==> config.mk <==
export PLATFORM = sky130hd
export DESIGN_NAME = axi4l_reg_bank
export DESIGN_NICKNAME = d
export VERILOG_FILES = /design/src/rtl/axi4l_pkg.sv /design/src/rtl/axi4l_reg_bank.sv
export SDC_FILE = /design/constraint.sdc
export NUM_CORES = 2
export LEC_CHECK = 0
export CAP_MARGIN = 10
export CORE_AREA = 4 4 471 473
export CTS_CLUSTER_SIZE = 28
export DETAILED_ROUTE_END_ITERATION = 8
export DIE_AREA = 0 0 475 477
export PLACE_DENSITY = 0.37
export RECOVER_POWER = 50
export SYNTH_ARGS = -nofsm -noshare
export SYNTH_HDL_FRONTEND = slang
export SYNTH_SLANG_ARGS = --single-unit
==> constraint.sdc <==
create_clock -name clk -period 5.05 [get_ports clk]
set_input_delay 0.7575 -clock clk [delete_from_list [all_inputs] [get_ports clk]]
set_output_delay 0.7575 -clock clk [all_outputs]
set_load 0.01 [all_outputs]
==> src/rtl/axi4l_pkg.sv <==
// Shared AXI4-Lite definitions for the register bank: response codes, FSM
// state encodings and the byte-lane merge helper.
package axi4l_pkg;

    localparam logic [1:0] RESP_OKAY   = 2'b00;
    localparam logic [1:0] RESP_SLVERR = 2'b10;

    typedef enum logic {
        W_IDLE,
        W_RESP
    } wstate_t;

    typedef enum logic {
        R_IDLE,
        R_DATA
    } rstate_t;

    // Sized for the widest legal data bus; callers zero-extend and truncate.
    function automatic logic [63:0] strb_merge(input logic [63:0] old_val,
                                               input logic [63:0] new_val,
                                               input logic [7:0]  strb);
        logic [63:0] res;
        res = old_val;
        for (int b = 0; b < 8; b++) begin
            if (strb[b]) begin
                res[b*8 +: 8] = new_val[b*8 +: 8];
            end
        end
        return res;
    endfunction

endpackage

==> src/rtl/axi4l_reg_bank.sv <==
// AXI4-Lite slave exposing NUM_REGS read-write or read-only registers, with
// independent write and read FSMs and per-register access strobes.
module axi4l_reg_bank
    import axi4l_pkg::*;
#(
    parameter int                  ADDR_WIDTH = 32,
    parameter int                  DATA_WIDTH = 32,
    parameter int                  NUM_REGS   = 16,
    parameter logic [NUM_REGS-1:0] RO_MASK    = '0
) (
    input  logic                           clk,
    input  logic                           rst,

    input  logic [ADDR_WIDTH-1:0]          s_axi_awaddr,
    input  logic                           s_axi_awvalid,
    output logic                           s_axi_awready,

    input  logic [DATA_WIDTH-1:0]          s_axi_wdata,
    input  logic [DATA_WIDTH/8-1:0]        s_axi_wstrb,
    input  logic                           s_axi_wvalid,
    output logic                           s_axi_wready,

    output logic [1:0]                     s_axi_bresp,
    output logic                           s_axi_bvalid,
    input  logic                           s_axi_bready,

    input  logic [ADDR_WIDTH-1:0]          s_axi_araddr,
    input  logic                           s_axi_arvalid,
    output logic                           s_axi_arready,

    output logic [DATA_WIDTH-1:0]          s_axi_rdata,
    output logic [1:0]                     s_axi_rresp,
    output logic                           s_axi_rvalid,
    input  logic                           s_axi_rready,

    output logic [NUM_REGS*DATA_WIDTH-1:0] reg_out,
    input  logic [NUM_REGS*DATA_WIDTH-1:0] ro_in,
    output logic [NUM_REGS-1:0]            wr_pulse,
    output logic [NUM_REGS-1:0]            rd_pulse
);

    localparam int STRB_W = DATA_WIDTH / 8;
    localparam int LSB    = $clog2(STRB_W);
    localparam int IDX_W  = ADDR_WIDTH - LSB;
    localparam int SEL_W  = (NUM_REGS > 1) ? $clog2(NUM_REGS) : 1;

    wstate_t                 w_state_q, w_state_d;
    logic                    aw_lat_q, aw_lat_d;
    logic [IDX_W-1:0]        aw_idx_q, aw_idx_d;
    logic                    w_lat_q, w_lat_d;
    logic [DATA_WIDTH-1:0]   wdata_q, wdata_d;
    logic [STRB_W-1:0]       wstrb_q, wstrb_d;
    logic [1:0]              bresp_q, bresp_d;
    logic [NUM_REGS-1:0]     wr_pulse_q, wr_pulse_d;
    logic [DATA_WIDTH-1:0]   regs_q [NUM_REGS];
    logic [DATA_WIDTH-1:0]   regs_d [NUM_REGS];

    rstate_t                 r_state_q, r_state_d;
    logic [DATA_WIDTH-1:0]   rdata_q, rdata_d;
    logic [1:0]              rresp_q, rresp_d;
    logic [NUM_REGS-1:0]     rd_pulse_q, rd_pulse_d;

    logic [DATA_WIDTH-1:0]   ro_arr [NUM_REGS];
    logic                    aw_hs, w_hs, ar_hs;
    logic [IDX_W-1:0]        cur_idx, ar_idx;
    logic [DATA_WIDTH-1:0]   cur_data;
    logic [STRB_W-1:0]       cur_strb;
    logic                    unused_addr_lsbs;

    function automatic logic in_range(input logic [IDX_W-1:0] idx);
        return 64'(idx) < 64'(NUM_REGS);
    endfunction

    function automatic logic [SEL_W-1:0] sel_of(input logic [IDX_W-1:0] idx);
        return idx[SEL_W-1:0];
    endfunction

    for (genvar i = 0; i < NUM_REGS; i++) begin : g_flat
        assign reg_out[i*DATA_WIDTH +: DATA_WIDTH] = regs_q[i];
        assign ro_arr[i] = ro_in[i*DATA_WIDTH +: DATA_WIDTH];
    end

    assign unused_addr_lsbs = ^{s_axi_awaddr[LSB-1:0], s_axi_araddr[LSB-1:0]};

    // Handshake and response outputs are forced low for as long as rst is held.
    assign s_axi_awready = !rst && (w_state_q == W_IDLE) && !aw_lat_q;
    assign s_axi_wready  = !rst && (w_state_q == W_IDLE) && !w_lat_q;
    assign s_axi_bvalid  = !rst && (w_state_q == W_RESP);
    assign s_axi_bresp   = rst ? 2'b00 : bresp_q;
    assign s_axi_arready = !rst && (r_state_q == R_IDLE);
    assign s_axi_rvalid  = !rst && (r_state_q == R_DATA);
    assign s_axi_rresp   = rst ? 2'b00 : rresp_q;
    assign s_axi_rdata   = rst ? '0 : rdata_q;
    assign wr_pulse      = rst ? '0 : wr_pulse_q;
    assign rd_pulse      = rst ? '0 : rd_pulse_q;

    assign aw_hs = s_axi_awvalid && s_axi_awready;
    assign w_hs  = s_axi_wvalid && s_axi_wready;
    assign ar_hs = s_axi_arvalid && s_axi_arready;

    // A latched beat takes priority over the live bus for the commit.
    assign cur_idx  = aw_lat_q ? aw_idx_q : s_axi_awaddr[ADDR_WIDTH-1:LSB];
    assign cur_data = w_lat_q ? wdata_q : s_axi_wdata;
    assign cur_strb = w_lat_q ? wstrb_q : s_axi_wstrb;
    assign ar_idx   = s_axi_araddr[ADDR_WIDTH-1:LSB];

    always_comb begin
        w_state_d  = w_state_q;
        aw_lat_d   = aw_lat_q;
        aw_idx_d   = aw_idx_q;
        w_lat_d    = w_lat_q;
        wdata_d    = wdata_q;
        wstrb_d    = wstrb_q;
        bresp_d    = bresp_q;
        wr_pulse_d = '0;
        regs_d     = regs_q;

        case (w_state_q)
            W_IDLE: begin
                if ((aw_lat_q || aw_hs) && (w_lat_q || w_hs)) begin
                    if (in_range(cur_idx) && !RO_MASK[sel_of(cur_idx)]) begin
                        regs_d[sel_of(cur_idx)] = DATA_WIDTH'(strb_merge(
                            64'(regs_q[sel_of(cur_idx)]), 64'(cur_data), 8'(cur_strb)));
                        wr_pulse_d[sel_of(cur_idx)] = 1'b1;
                        bresp_d = RESP_OKAY;
                    end else begin
                        bresp_d = RESP_SLVERR;
                    end
                    aw_lat_d  = 1'b0;
                    w_lat_d   = 1'b0;
                    w_state_d = W_RESP;
                end else begin
                    if (aw_hs) begin
                        aw_lat_d = 1'b1;
                        aw_idx_d = s_axi_awaddr[ADDR_WIDTH-1:LSB];
                    end
                    if (w_hs) begin
                        w_lat_d = 1'b1;
                        wdata_d = s_axi_wdata;
                        wstrb_d = s_axi_wstrb;
                    end
                end
            end
            W_RESP: begin
                if (s_axi_bready) begin
                    w_state_d = W_IDLE;
                end
            end
            default: w_state_d = W_IDLE;
        endcase
    end

    // Reads sample regs_q before this edge's commit, so a colliding write is not seen.
    always_comb begin
        r_state_d  = r_state_q;
        rdata_d    = rdata_q;
        rresp_d    = rresp_q;
        rd_pulse_d = '0;

        case (r_state_q)
            R_IDLE: begin
                if (ar_hs) begin
                    if (in_range(ar_idx)) begin
                        rdata_d = RO_MASK[sel_of(ar_idx)] ? ro_arr[sel_of(ar_idx)]
                                                          : regs_q[sel_of(ar_idx)];
                        rresp_d = RESP_OKAY;
                        rd_pulse_d[sel_of(ar_idx)] = 1'b1;
                    end else begin
                        rdata_d = '0;
                        rresp_d = RESP_SLVERR;
                    end
                    r_state_d = R_DATA;
                end
            end
            R_DATA: begin
                if (s_axi_rready) begin
                    r_state_d = R_IDLE;
                end
            end
            default: r_state_d = R_IDLE;
        endcase
    end

    always_ff @(posedge clk) begin
        if (rst) begin
            w_state_q  <= W_IDLE;
            aw_lat_q   <= 1'b0;
            aw_idx_q   <= '0;
            w_lat_q    <= 1'b0;
            wdata_q    <= '0;
            wstrb_q    <= '0;
            bresp_q    <= 2'b00;
            wr_pulse_q <= '0;
            r_state_q  <= R_IDLE;
            rdata_q    <= '0;
            rresp_q    <= 2'b00;
            rd_pulse_q <= '0;
            for (int i = 0; i < NUM_REGS; i++) begin
                regs_q[i] <= '0;
            end
        end else begin
            w_state_q  <= w_state_d;
            aw_lat_q   <= aw_lat_d;
            aw_idx_q   <= aw_idx_d;
            w_lat_q    <= w_lat_d;
            wdata_q    <= wdata_d;
            wstrb_q    <= wstrb_d;
            bresp_q    <= bresp_d;
            wr_pulse_q <= wr_pulse_d;
            r_state_q  <= r_state_d;
            rdata_q    <= rdata_d;
            rresp_q    <= rresp_d;
            rd_pulse_q <= rd_pulse_d;
            regs_q     <= regs_d;
        end
    end

endmodule

==> results.md <==
- Vias per cell: ~5.3
- Die Y: 477 µm
- Crit-path cells: dlygate4sd3_1 -> nor3b_1 -> nand4_1 -> nor2_1 -> clkbuf_1 -> a22o_1
- Clk sinks: 648
- Critical setup path kind: input pin to register
- Tmin final: roughly 4.5 ns
- Hold Path Cell Cnt: 2
- Seq pwr share: 39.9%
- CTS clk-pin slew, worst paths: 0.06 ns
- CP required: 5.73 ns
- Worst hold path startpoint: wdata_q[6]$_SDFFE_PP0P_
- First-pass GRT wire length: between 300000 and 400000 µm
- NumNets Final: ~5.4k
- RSZ-0062 raised after global routing: false
- Violated checks: capacitance limit, slew limit
- Initial antenna violation count: 36
- Gr usage total: between 20% and 30%
- Switch share: 28.24%
- CP peak stage delay: 1.88 ns
- Area Overhead vs Synth: 34.79%
- Layout cells sized above 1: between 10% and 20%
- Gate Count Post-Synth: 4330
- Vias in the first global route: 38.83k
- Avg Inst Size Synth: 8.968 µm²
- Chip width: 475 µm
- Pwr Density: around 250 nW/µm²
- WL met3: 30910 µm
- Crit end category: register
- Metal2 WL: 114100 µm
- Internal power: 9.263 mW
- Worst r2r src: aw_lat_q$_SDFFE_PP0P_
- CP max FO: 33
- Final clock skew: roughly 0.067 ns
- Core area: approximately 220000 µm²
- CP max-delay cell: clkbuf_1
- Post_cts resized: 0
- Clock share of power: a little over half
- R2R Setup Slk: 0.74 ns
- Slew Limit Fails: 71
- IO Port Bufs: 685
- Maximum capacitance violations: 2
- FF+latch count, synth: ~650
- Slew HR: -79.01%
- Reg2reg path depth: 9
- Tcrit/Tclk final: 89.62%
- Share of synthesized registers carrying an async set or reset: 0%
- Sequential-to-total area share from yosys stat: roughly a third
- Post-DP HPWL: between 200000 and 250000 µm
- Root Driver: clkbuf_16
- Synth warn: 0
- Routed WL per cell: 36.22 µm
- Cts hold-fix bufs: 0
- Peak VDD IR: 0.0002477 V
- Site Rows: 171
- Uppermost routed layer: met5
- Hold Crit Class: register to register
- Global placement routability congestion: about 0.87
- Setup Viol. Count Final: 0
- Clock Path Buffers: 3
- P_sw: 3.646 mW
- Full die area: around 230000 µm²
- Setup_tns: 0 ns
- Initial Utilization: 17.90%
- Number of synthesized flops with an enable pin: 0
- Met1 WL: 119500 µm
- Unique masters post-synth: 61
- Worst Path Arrival: approximately 5.2 ns
- Least-Margin Pin Slew: 2.685 ns
- Final cell count without fillers: 7722
- Status: finished with violations
- Mapped Area: 38830 µm²
- Fill cells: 23.35k
- # placed instances: ~7.5k
- R2r endpoint: reg_out[420]$_SDFFE_PP0P_
- GR Overflow Total: 0
- DRC Markers: 0
- CTS buffer count: 91
- Commonest non-fill, non-tap cells in the layout: dfxtp_1, nor2b_1, o21ai_0, dlygate4sd3_1, o21a_1
- Final Hold Fails: 0
- Main flop type after synthesis: dfxtp_1
- Setup Buffers After CTS: 0
- CTS tree: done
- Leakage: 17.75 nW
- Largest net degree at the start of global routing: 165
- Drt first pass iters: 5
- Vias post-DR: 41.19k
- Post-route antenna net violation count: 0
- CTS H-tree lvls: 3
- Worst-Skew Late Latency: roughly 0.76 ns
- Final wirelength: between 200000 and 300000 µm
- WHS Endpoint: wdata_q[6]$_SDFFE_PP0P_
- Critical Path Source Type: input pin
- Gate power share: around 8%
- Fmax: ~220 MHz
- Most common cell after layout, fill and taps aside: dfxtp_1
- # IOs: roughly 1.2k
- DR iter-0 viols: 4369
-- registers in the layout (all words and copies together), names as in the netlist, 4 cells and up --
register / flops
rd_pulse_q: 16
wstrb_q: 4
wr_pulse_q: 16
rdata_q: 32
wdata_q: 32
aw_idx_q: 30
reg_out: 512
-- cells by family after synthesis --
logic type      after synthesis  synth area share [%]
mux                         196                 10.29
other cells                   1              0.009658
compound gates             1812                 33.72
buf+inv                     560                 6.126
flops                       648                 33.41
simple gates               1113                 16.45
-- through the flow --
step | util (%) | hold WS (ns) | worst slack [ns] | instance area, µm² | total power [mW]
after floorplan | - | 0.4311 | 2.017 | 38830 | 5.769
after global placement | 22.73 | 0.4422 | 0.7537 | 49310 | 6.283
after detailed placement | 22.73 | 0.4446 | 0.7781 | 49310 | 6.283
after CTS | 24.12 | 0.4523 | 0.9323 | 52330 | 13.05
after global routing | 24.12 | 0.4683 | 0.4329 | 52320 | 13.26
final | 24.13 | 0.4492 | 0.5243 | 52340 | 12.91
-- how the worst max path moves through the flow --
stage	startpoint	to	slack [ns]	cells past startpoint
2_1_floorplan	rst	rd_pulse[13]	2.02	6
3_3_place_gp	s_axi_awaddr[19]	reg_out[365]$_SDFFE_PP0P_	0.75	8
3_5_place_dp	s_axi_awaddr[19]	reg_out[362]$_SDFFE_PP0P_	0.78	8
4_1_cts	aw_lat_q$_SDFFE_PP0P_	reg_out[222]$_SDFFE_PP0P_	0.93	5
5_1_grt	s_axi_arvalid	rdata_q[12]$_SDFFE_PP0P_	0.43	6
6_report	s_axi_arvalid	rdata_q[12]$_SDFFE_PP0P_	0.52	6
-- Yosys cell counts (all sizes together), types with 4 or more instances --
cell type  count  share of area (%)
dfxtp        648                 33
nor2b        585                9.4
o21ai        529                6.8
o21a         493                9.5
clkbuf       397                3.8
o221ai       385                8.7
nand3        204                2.9
nand2        176                1.7
buf          160                2.3
mux4         160                9.3
o211ai       128                2.5
o41ai        120                2.7
a21oi         70               0.90
nor2          42               0.44
nor3          34               0.45
a22o          33               0.74
and4          28               0.63
mux2          24               0.70
a2111oi       20                1.0
o2111ai       16               0.36
nor4          13               0.25
mux2i         12               0.31
or2            6              0.097
nand2b         5              0.081
nor3b          5               0.12
a41oi          4              0.090
and3           4              0.064
o2111a         4               0.13
-- routing by layer --
layer  global-route usage, %  vias to the layer above
met5                       0                        -
met3                   9.269                      331
met1                   31.26                    21180
met4                   10.60                       30
met2                   33.43                     2116
li1                        -                    17530
-- critical path, delay by kind of cell --
family | cells | cell delay, ns
AOI/OAI and AO/OA | 1 | 0.31
buffers and inverters | 2 | 2.42
and+or+nand+nor | 3 | 1.57
-- power groups by stage --
stage	combinational [mW]	sequential (mW)	clock [mW]
CTS	1.02	5.15	6.88
global route	1.06	5.15	7.04
finish	1.03	5.15	6.73
global placement	1.02	5.26	0
floorplan	0.516	5.25	0
detailed placement	1.02	5.26	0
-- cell type report --
cell class / count / area (µm²) / share of cell area, %
Tap cell: 2854 / 3571 / 6.823
Clock inverter: 29 / 341.6 / 0.6526
Antenna cell: 9 / 22.52 / 0.04303
Clock buffer: 137 / 2671 / 5.104
Sequential cell: 648 / 12970 / 24.79
Timing Repair Buffer: 919 / 8957 / 17.11
Inverter: 3 / 11.26 / 0.02151
Multi-Input combinational cell: 3123 / 23790 / 45.46
Note: power is estimated with default switching activity, not from simulation.
